==> src/rtl/hazard_ctrl_pkg.sv <==
// rtl/hazard_ctrl_pkg.sv - shared types and defaults for the issue-stage interlock
package hazard_ctrl_pkg;

    // Which long-latency producer owns a pending scoreboard entry.
    typedef enum logic [1:0] {
        SB_NONE   = 2'd0,
        SB_LOAD   = 2'd1,
        SB_MULDIV = 2'd2
    } sb_src_e;

    // Pipeline control bundle driven toward IF/ID/EX.
    typedef struct packed {
        logic stall_if;
        logic stall_id;
        logic bubble_ex;
        logic flush_if_id;
    } hazard_t;

    localparam int MULDIV_LAT_DEFAULT = 4;
    localparam int MAX_LOADS_DEFAULT  = 2;

    // One-hot register mask; x0 never maps to a bit so it can never be pending or cleared.
    function automatic logic [31:0] reg_onehot(input logic [4:0] r);
        return (r == 5'd0) ? 32'd0 : (32'd1 << r);
    endfunction

endpackage

==> src/rtl/hazard_ctrl_muldiv_timer.sv <==
// rtl/hazard_ctrl_muldiv_timer.sv - mul/div latency countdown with registered completion pulse
//
// Ports:
//   clk, reset      clock, asynchronous active-low reset
//   start           a mul/div issues this cycle
//   start_rd        destination of the issuing mul/div
//   busy            countdown running
//   count           cycles left until the result cycle (0 when idle)
//   done            one-cycle pulse: result written this cycle
//   done_rd         destination of the completing mul/div (0 when done is low)
module hazard_ctrl_muldiv_timer #(
    parameter int MULDIV_LAT = 4,
    parameter int CNT_W      = $clog2(MULDIV_LAT)
) (
    input  logic             clk,
    input  logic             reset,
    input  logic             start,
    input  logic [4:0]       start_rd,
    output logic             busy,
    output logic [CNT_W-1:0] count,
    output logic             done,
    output logic [4:0]       done_rd
);

    logic [CNT_W-1:0] count_q;
    logic [4:0]       rd_q;
    logic             last_cycle;

    // count==1 means the result lands next cycle. A new issue may arrive in this same
    // cycle, so the completing rd is copied to done_rd before rd_q is overwritten.
    assign last_cycle = (count_q == CNT_W'(1));
    assign busy       = (count_q != '0);
    assign count      = count_q;

    always_ff @(posedge clk or negedge reset) begin
        if (!reset) begin
            count_q <= '0;
            rd_q    <= 5'd0;
            done    <= 1'b0;
            done_rd <= 5'd0;
        end else begin
            done    <= last_cycle;
            done_rd <= last_cycle ? rd_q : 5'd0;
            if (start) begin
                count_q <= CNT_W'(MULDIV_LAT - 1);
                rd_q    <= start_rd;
            end else if (busy) begin
                count_q <= count_q - CNT_W'(1);
            end
        end
    end

endmodule

==> src/rtl/hazard_ctrl.sv <==
// rtl/hazard_ctrl.sv - ID->EX interlock: long-latency scoreboard, stall/bubble/flush generation
//
// Ports:
//   clk, reset                         clock, asynchronous active-low reset
//   id_valid/id_rs1/id_rs2/id_rd       instruction in ID and its registers
//   id_wen/id_is_load/id_is_muldiv     ID instruction class
//   load_done/load_done_rd             returning load (visible on load bypass this cycle)
//   ex_redirect                        EX mispredict, squashes ID
//   stall_if/stall_id/bubble_ex        interlock controls (combinational)
//   flush_if_id                        squash IF/ID (combinational)
//   muldiv_done/muldiv_rd              registered mul/div completion pulse
//   loads_inflight                     registered outstanding-load count
module hazard_ctrl
    import hazard_ctrl_pkg::*;
#(
    parameter int MULDIV_LAT = MULDIV_LAT_DEFAULT,
    parameter int MAX_LOADS  = MAX_LOADS_DEFAULT
) (
    input  logic       clk,
    input  logic       reset,
    input  logic       id_valid,
    input  logic [4:0] id_rs1,
    input  logic [4:0] id_rs2,
    input  logic [4:0] id_rd,
    input  logic       id_wen,
    input  logic       id_is_load,
    input  logic       id_is_muldiv,
    input  logic       load_done,
    input  logic [4:0] load_done_rd,
    input  logic       ex_redirect,
    output logic       stall_if,
    output logic       stall_id,
    output logic       bubble_ex,
    output logic       flush_if_id,
    output logic       muldiv_done,
    output logic [4:0] muldiv_rd,
    output logic [2:0] loads_inflight
);

    localparam int CNT_W = $clog2(MULDIV_LAT);

    logic [31:0]      pend_q;
    sb_src_e          src_q [32];
    logic [2:0]       loads_q;

    logic             md_busy;
    logic [CNT_W-1:0] md_count;

    logic             ld_clr;
    logic [31:0]      clear_now;
    logic [31:0]      blocked;
    logic             raw, waw, struct_md, struct_ld;
    logic             hazard_hit;
    logic             issue;
    logic             sb_set;
    logic             ld_issue, ld_ret;
    hazard_t          haz;

    hazard_ctrl_muldiv_timer #(
        .MULDIV_LAT (MULDIV_LAT),
        .CNT_W      (CNT_W)
    ) u_muldiv_timer (
        .clk      (clk),
        .reset    (reset),
        .start    (issue & id_is_muldiv),
        .start_rd (id_rd),
        .busy     (md_busy),
        .count    (md_count),
        .done     (muldiv_done),
        .done_rd  (muldiv_rd)
    );

    // A returning load only retires an entry a load owns; a mul/div entry with the same
    // rd must survive an unrelated load return.
    assign ld_clr    = load_done & pend_q[load_done_rd] & (src_q[load_done_rd] == SB_LOAD);
    assign clear_now = (ld_clr ? reg_onehot(load_done_rd) : 32'd0)
                     | (muldiv_done ? reg_onehot(muldiv_rd) : 32'd0);
    // Registers whose value is neither in the register file nor on a bypass this cycle.
    assign blocked   = pend_q & ~clear_now;

    assign raw       = ((id_rs1 != 5'd0) & blocked[id_rs1]) | ((id_rs2 != 5'd0) & blocked[id_rs2]);
    assign waw       = id_wen & (id_rd != 5'd0) & blocked[id_rd];
    // The mul/div unit accepts a new op once the current one is in its final cycle.
    assign struct_md = id_is_muldiv & md_busy & (md_count > CNT_W'(1));
    // A same-cycle load return frees a slot for the waiting load.
    assign struct_ld = id_is_load & (loads_q == 3'(MAX_LOADS)) & ~load_done;

    // Gated by reset so every output reads 0 while reset is held.
    assign hazard_hit = reset & id_valid & (raw | waw | struct_md | struct_ld);

    // Redirect wins over stall: the ID instruction is being squashed anyway.
    assign haz.flush_if_id = reset & ex_redirect;
    assign haz.stall_id    = hazard_hit & ~ex_redirect;
    assign haz.stall_if    = haz.stall_id;
    assign haz.bubble_ex   = hazard_hit | haz.flush_if_id;

    assign stall_if    = haz.stall_if;
    assign stall_id    = haz.stall_id;
    assign bubble_ex   = haz.bubble_ex;
    assign flush_if_id = haz.flush_if_id;

    assign issue    = id_valid & ~hazard_hit & ~ex_redirect;
    assign sb_set   = issue & id_wen & (id_rd != 5'd0) & (id_is_load | id_is_muldiv);
    assign ld_issue = issue & id_is_load;
    assign ld_ret   = load_done & (loads_q != 3'd0);

    assign loads_inflight = loads_q;

    // Scoreboard: clears first, then the set, so a same-cycle set of the same reg wins.
    always_ff @(posedge clk or negedge reset) begin
        if (!reset) begin
            pend_q <= 32'd0;
            for (int r = 0; r < 32; r++) begin
                src_q[r] <= SB_NONE;
            end
        end else begin
            for (int r = 1; r < 32; r++) begin
                if (clear_now[r]) begin
                    pend_q[r] <= 1'b0;
                    src_q[r]  <= SB_NONE;
                end
            end
            if (sb_set) begin
                pend_q[id_rd] <= 1'b1;
                src_q[id_rd]  <= id_is_load ? SB_LOAD : SB_MULDIV;
            end
        end
    end

    always_ff @(posedge clk or negedge reset) begin
        if (!reset) begin
            loads_q <= 3'd0;
        end else begin
            case ({ld_issue, ld_ret})
                2'b10:   loads_q <= loads_q + 3'd1;
                2'b01:   loads_q <= loads_q - 3'd1;
                default: loads_q <= loads_q;
            endcase
        end
    end

    // A load return with nothing outstanding points at a broken load/store unit.
    a_no_spurious_load_done : assert property (
        @(posedge clk) disable iff (!reset) !(load_done && loads_q == 3'd0)
    );

endmodule

==> config.mk <==
export PLATFORM = sky130hd
export DESIGN_NAME = hazard_ctrl
export DESIGN_NICKNAME = d
export VERILOG_FILES = /design/src/rtl/hazard_ctrl_pkg.sv /design/src/rtl/hazard_ctrl_muldiv_timer.sv /design/src/rtl/hazard_ctrl.sv
export SDC_FILE = /design/constraint.sdc
export NUM_CORES = 1
export LEC_CHECK = 0
export CAP_MARGIN = 10
export CORE_AREA = 2 2 166 168
export DETAILED_ROUTE_END_ITERATION = 8
export DIE_AREA = 0 0 168 170
export GPL_TIMING_DRIVEN = 0
export PLACE_DENSITY = 0.56
export SETUP_SLACK_MARGIN = 0.3
export SLEW_MARGIN = 10
export SYNTH_ARGS = -nofsm -noshare
export SYNTH_HDL_FRONTEND = slang
export SYNTH_SLANG_ARGS = --single-unit
==> constraint.sdc <==
create_clock -name clk -period 6.35 [get_ports clk]
set_input_delay 1.27 -clock clk [delete_from_list [all_inputs] [get_ports clk]]
set_output_delay 1.27 -clock clk [all_outputs]
set_load 0.005 [all_outputs]
==> flow_summary_export.csv <==
group,metric,value,unit
min_path,hold_class,"reg2reg",
floorplan,start_util,0.297,
layout,drive_gt1_frac,0.207,
floorplan,die_area,28600,sq um
pwr,power,2.24,mW
pwr,clockPowerShare,0.274,
timing,setup_viol,0,
pwr,power_frac_comb,0.340,
layout,num_antenna_cells,0,
yosys,ys.flop_type,"dfrtp_1",
pwr,vdd_drop_max,0.118,mV
pwr,leakage,4.38,nW
timing,max_slew_margin,0.166,
yosys,postSynthCellCount,884,
layout,final_cell_mix,"nand2_1 (113), dfrtp_1 (112), mux2i_1 (91)",
pwr,power_density,225,nW/um^2
critical_path,cp_max_fo,6,
routing,dr.pass1.iters,5,
critical_path,crit_chain,"buf_4 > and2_4 > buf_8 > a22o_1 > a22oi_2 > buf_4 > nor2_1 > a211o_1 > or4_4 > a2111oi_4 > and3_4 > o41ai_4 > buf_4 > buf_12 > nor2_4 > clkdlybuf4s15_1",
global_route,grt_pass1_wl,53.0,mm
timing,post-route-period-util,0.942,
routing,drt_iter0_drc,1027,
yosys,yosys_warnings,0,
clock_network,clk_latency,0.38,ns
clock_network,h-tree-depth,3,
critical_path,critPathKind,"in2out",
yosys,async_flop_share,1.00,
layout,layout_commonest_cell,"nand2_1",
yosys,syn_nets,916,
clock_network,clockBufferDepth,2,
global_route,antenna_found_initial,1,
run,maxCapViolations,0,
timing,max_freq,167,MHz
clock_network,cts_buffers,9,
routing,vias,8101,
global_route,grt_usage,0.257,
clock_network,cts.sinks,112,
yosys,synth_area,7930,sq um
critical_path,max_stage_delay,0.53,ns
layout,n_fill_cell,2695,
min_path,whs_path_depth,1,
layout,final_nets,1006,
timing,fin_crit,5.98,ns
floorplan,die_x,168,um
global_route,gr-total-overflow,0,
place,place_area,8720,sq um
place,dp_hpwl,27.7,mm
clock_network,cts_tree,"done",
pwr,swShare,0.369,
yosys,synth_edf_count,0,
yosys,ys_seq_area_frac,0.354,
critical_path,start_kind,"input port",
clock_network,hold_buffers,0,
critical_path,critPathArrivalTime,4.71,ns
yosys,ys_ff_latch,112,
timing,drv_slew,0,
timing,worst_pin_slew,1.24,ns
critical_path,cp.required,5.08,ns
global_route,grt_pass1_vias,7804,
clock_network,root_buffer,"clkbuf_16",
timing,hold_violations,0,
pwr,p_switching,827,uW
routing,detail-route-antenna-nets,0,
yosys,synth_area_leaders,"dfrtp_1 (35%), mux2i_1 (11%), nand2_1 (5.5%), nor2_1 (3.3%), mux4_2 (3.1%)",
timing,grt_setup_unrepaired,"false",
yosys,syn_area_per_cell,8.97,sq um
clock_network,clkTransAtPathRegs,0.09,ns
critical_path,crit_top_cell,"buf_4",
global_route,grt_max_degree,67,
run_status,status,"complete, no violations",
layout,area_growth,25.7,%
routing,drc,0,
routing,avgRoutedWirePerCell,27.8,um
yosys,ys_types,86,
floorplan,io_pins,41,
yosys,yosysTopAreaCell,"dfrtp_1",
layout,fin_area,9960,sq um
floorplan,core-area,26700,sq um
yosys,synth_top_cell_area_share,0.354,
floorplan,die_height,170,um
floorplan,row_count,60,
critical_path,slowest_stage,"or4_4",
place,io_buffer_count,34,
pwr,intPower,1.41,mW
routing,wl,36.6,mm
timing,fin_skew,0.0149,ns
place,gp_congestion,1.05,
pwr,pwr-share-seq,0.386,
critical_path,cp-end-kind,"primary output",
critical_path,rr_worst_depth,21,
routing,vias_per_cell,6.14,
-- flip-flops by register name, summed over array words and instances, names as in the netlist --
register	count
u_muldiv_timer.rd_q	5
u_muldiv_timer.done	1
pend_q	32
src_q	64
u_muldiv_timer.done_rd	5
loads_inflight	3
u_muldiv_timer.count	2
-- final timing paths --
| path | from | to | slack, ns |
|---|---|---|---|
| min in group asynchronous | reset | pend_q[4]$_DFF_PN0_ | 0.85 |
| max | load_done_rd[2] | stall_id | 0.37 |
| max in group asynchronous | reset | pend_q[20]$_DFF_PN0_ | 4.78 |
| min | src_q[63]$_DFFE_PN0P_ | src_q[63]$_DFFE_PN0P_ | 0.47 |
| max reg2reg | u_muldiv_timer.done_rd[1]$_DFF_PN0_ | loads_inflight[2]$_DFFE_PN0P_ | 1.10 |
| min reg2reg | src_q[63]$_DFFE_PN0P_ | src_q[63]$_DFFE_PN0P_ | 0.47 |
-- cells by family (layout without fill, tap and decap cells) --
group,Yosys count,in the layout,share of synthesized area
AND/OR/NAND/NOR,396,396,0.255
AO/OA/AOI/OAI,173,173,0.167
multiplexers,115,115,0.165
flip-flops,112,112,0.354
buffers and inverters,75,170,0.0418
XOR/XNOR,9,9,0.00995
adder cells (fa/ha/maj),4,4,0.00726
-- layer usage --
| metal | up-vias | track usage | wire, um |
|---|---|---|---|
| met5 | - | 0 | 0 |
| met4 | 0 | 0.104 | 1510 |
| met3 | 98 | 0.0623 | 3760 |
| met2 | 494 | 0.388 | 15700 |
| met1 | 4021 | 0.352 | 15700 |
| li1 | 3488 | - | - |
-- cell usage after synthesis (all sizes together), types with 9 or more instances --
master  count
or2        11
nand2     117
nand2b     23
o221ai      9
a21oi      16
nand4      32
and2       17
clkbuf     40
mux2i      91
a22oi      13
nor2b      10
nor3       18
nor4       11
nand3      41
a22o       11
buf        22
o211ai     11
mux2       13
mux4       11
inv        10
o21ai      34
dfrtp     112
nor2       71
-- metrics by stage --
stage / TNS, ns / std cells / setup slack [ns] / utilization / hold WS [ns]
2_1_floorplan: 0 / 884 / 0.727 / - / 0.425
3_3_place_gp: -270.07 / 1259 / -3.37 / 0.326 / 0.448
3_5_place_dp: -27.54 / 1260 / -1.69 / 0.327 / 0.456
4_1_cts: 0 / 1298 / 0.323 / 0.362 / 0.473
5_1_grt: 0 / 1320 / 0.301 / 0.374 / 0.493
6_report: 0 / 1320 / 0.367 / 0.374 / 0.468
-- power groups by stage --
stage	sequential, mW	clock [mW]	combinational, mW
after detailed placement	0.875	0	0.662
after global routing	0.874	0.653	0.809
after global placement	0.874	0	0.657
after CTS	0.862	0.623	0.717
after floorplan	0.857	0	0.389
final	0.864	0.614	0.761
-- worst max-delay path: cells and delay by family --
kind	cells	cell delay, ns
AOI/OAI and AO/OA	5	1.28
and+or+nand+nor	5	1.12
buffers and inverters	6	1.01
-- area by class of cell --
| cell class | instances | area, sq um | share of cell area |
|---|---|---|---|
| clock inverters | 6 | 72.6 | 0.00729 |
| clock buffers | 10 | 229 | 0.0230 |
| plain buffers | 61 | 440 | 0.0442 |
| well taps | 341 | 427 | 0.0428 |
| repair buffers | 80 | 739 | 0.0742 |
| inverters | 13 | 58.8 | 0.00590 |
| flip-flops and latches | 112 | 2800 | 0.281 |
| multi-input cells | 697 | 5190 | 0.521 |
-- repair_timing --
action / CTS / global route
gates cloned: 1 / 0
setup endpoints to repair: 94 / 3
pin swaps: 23 / 22
gates resized for setup: 132 / 48
setup buffers: 22 / 22
(Power assumes the default switching activity.)
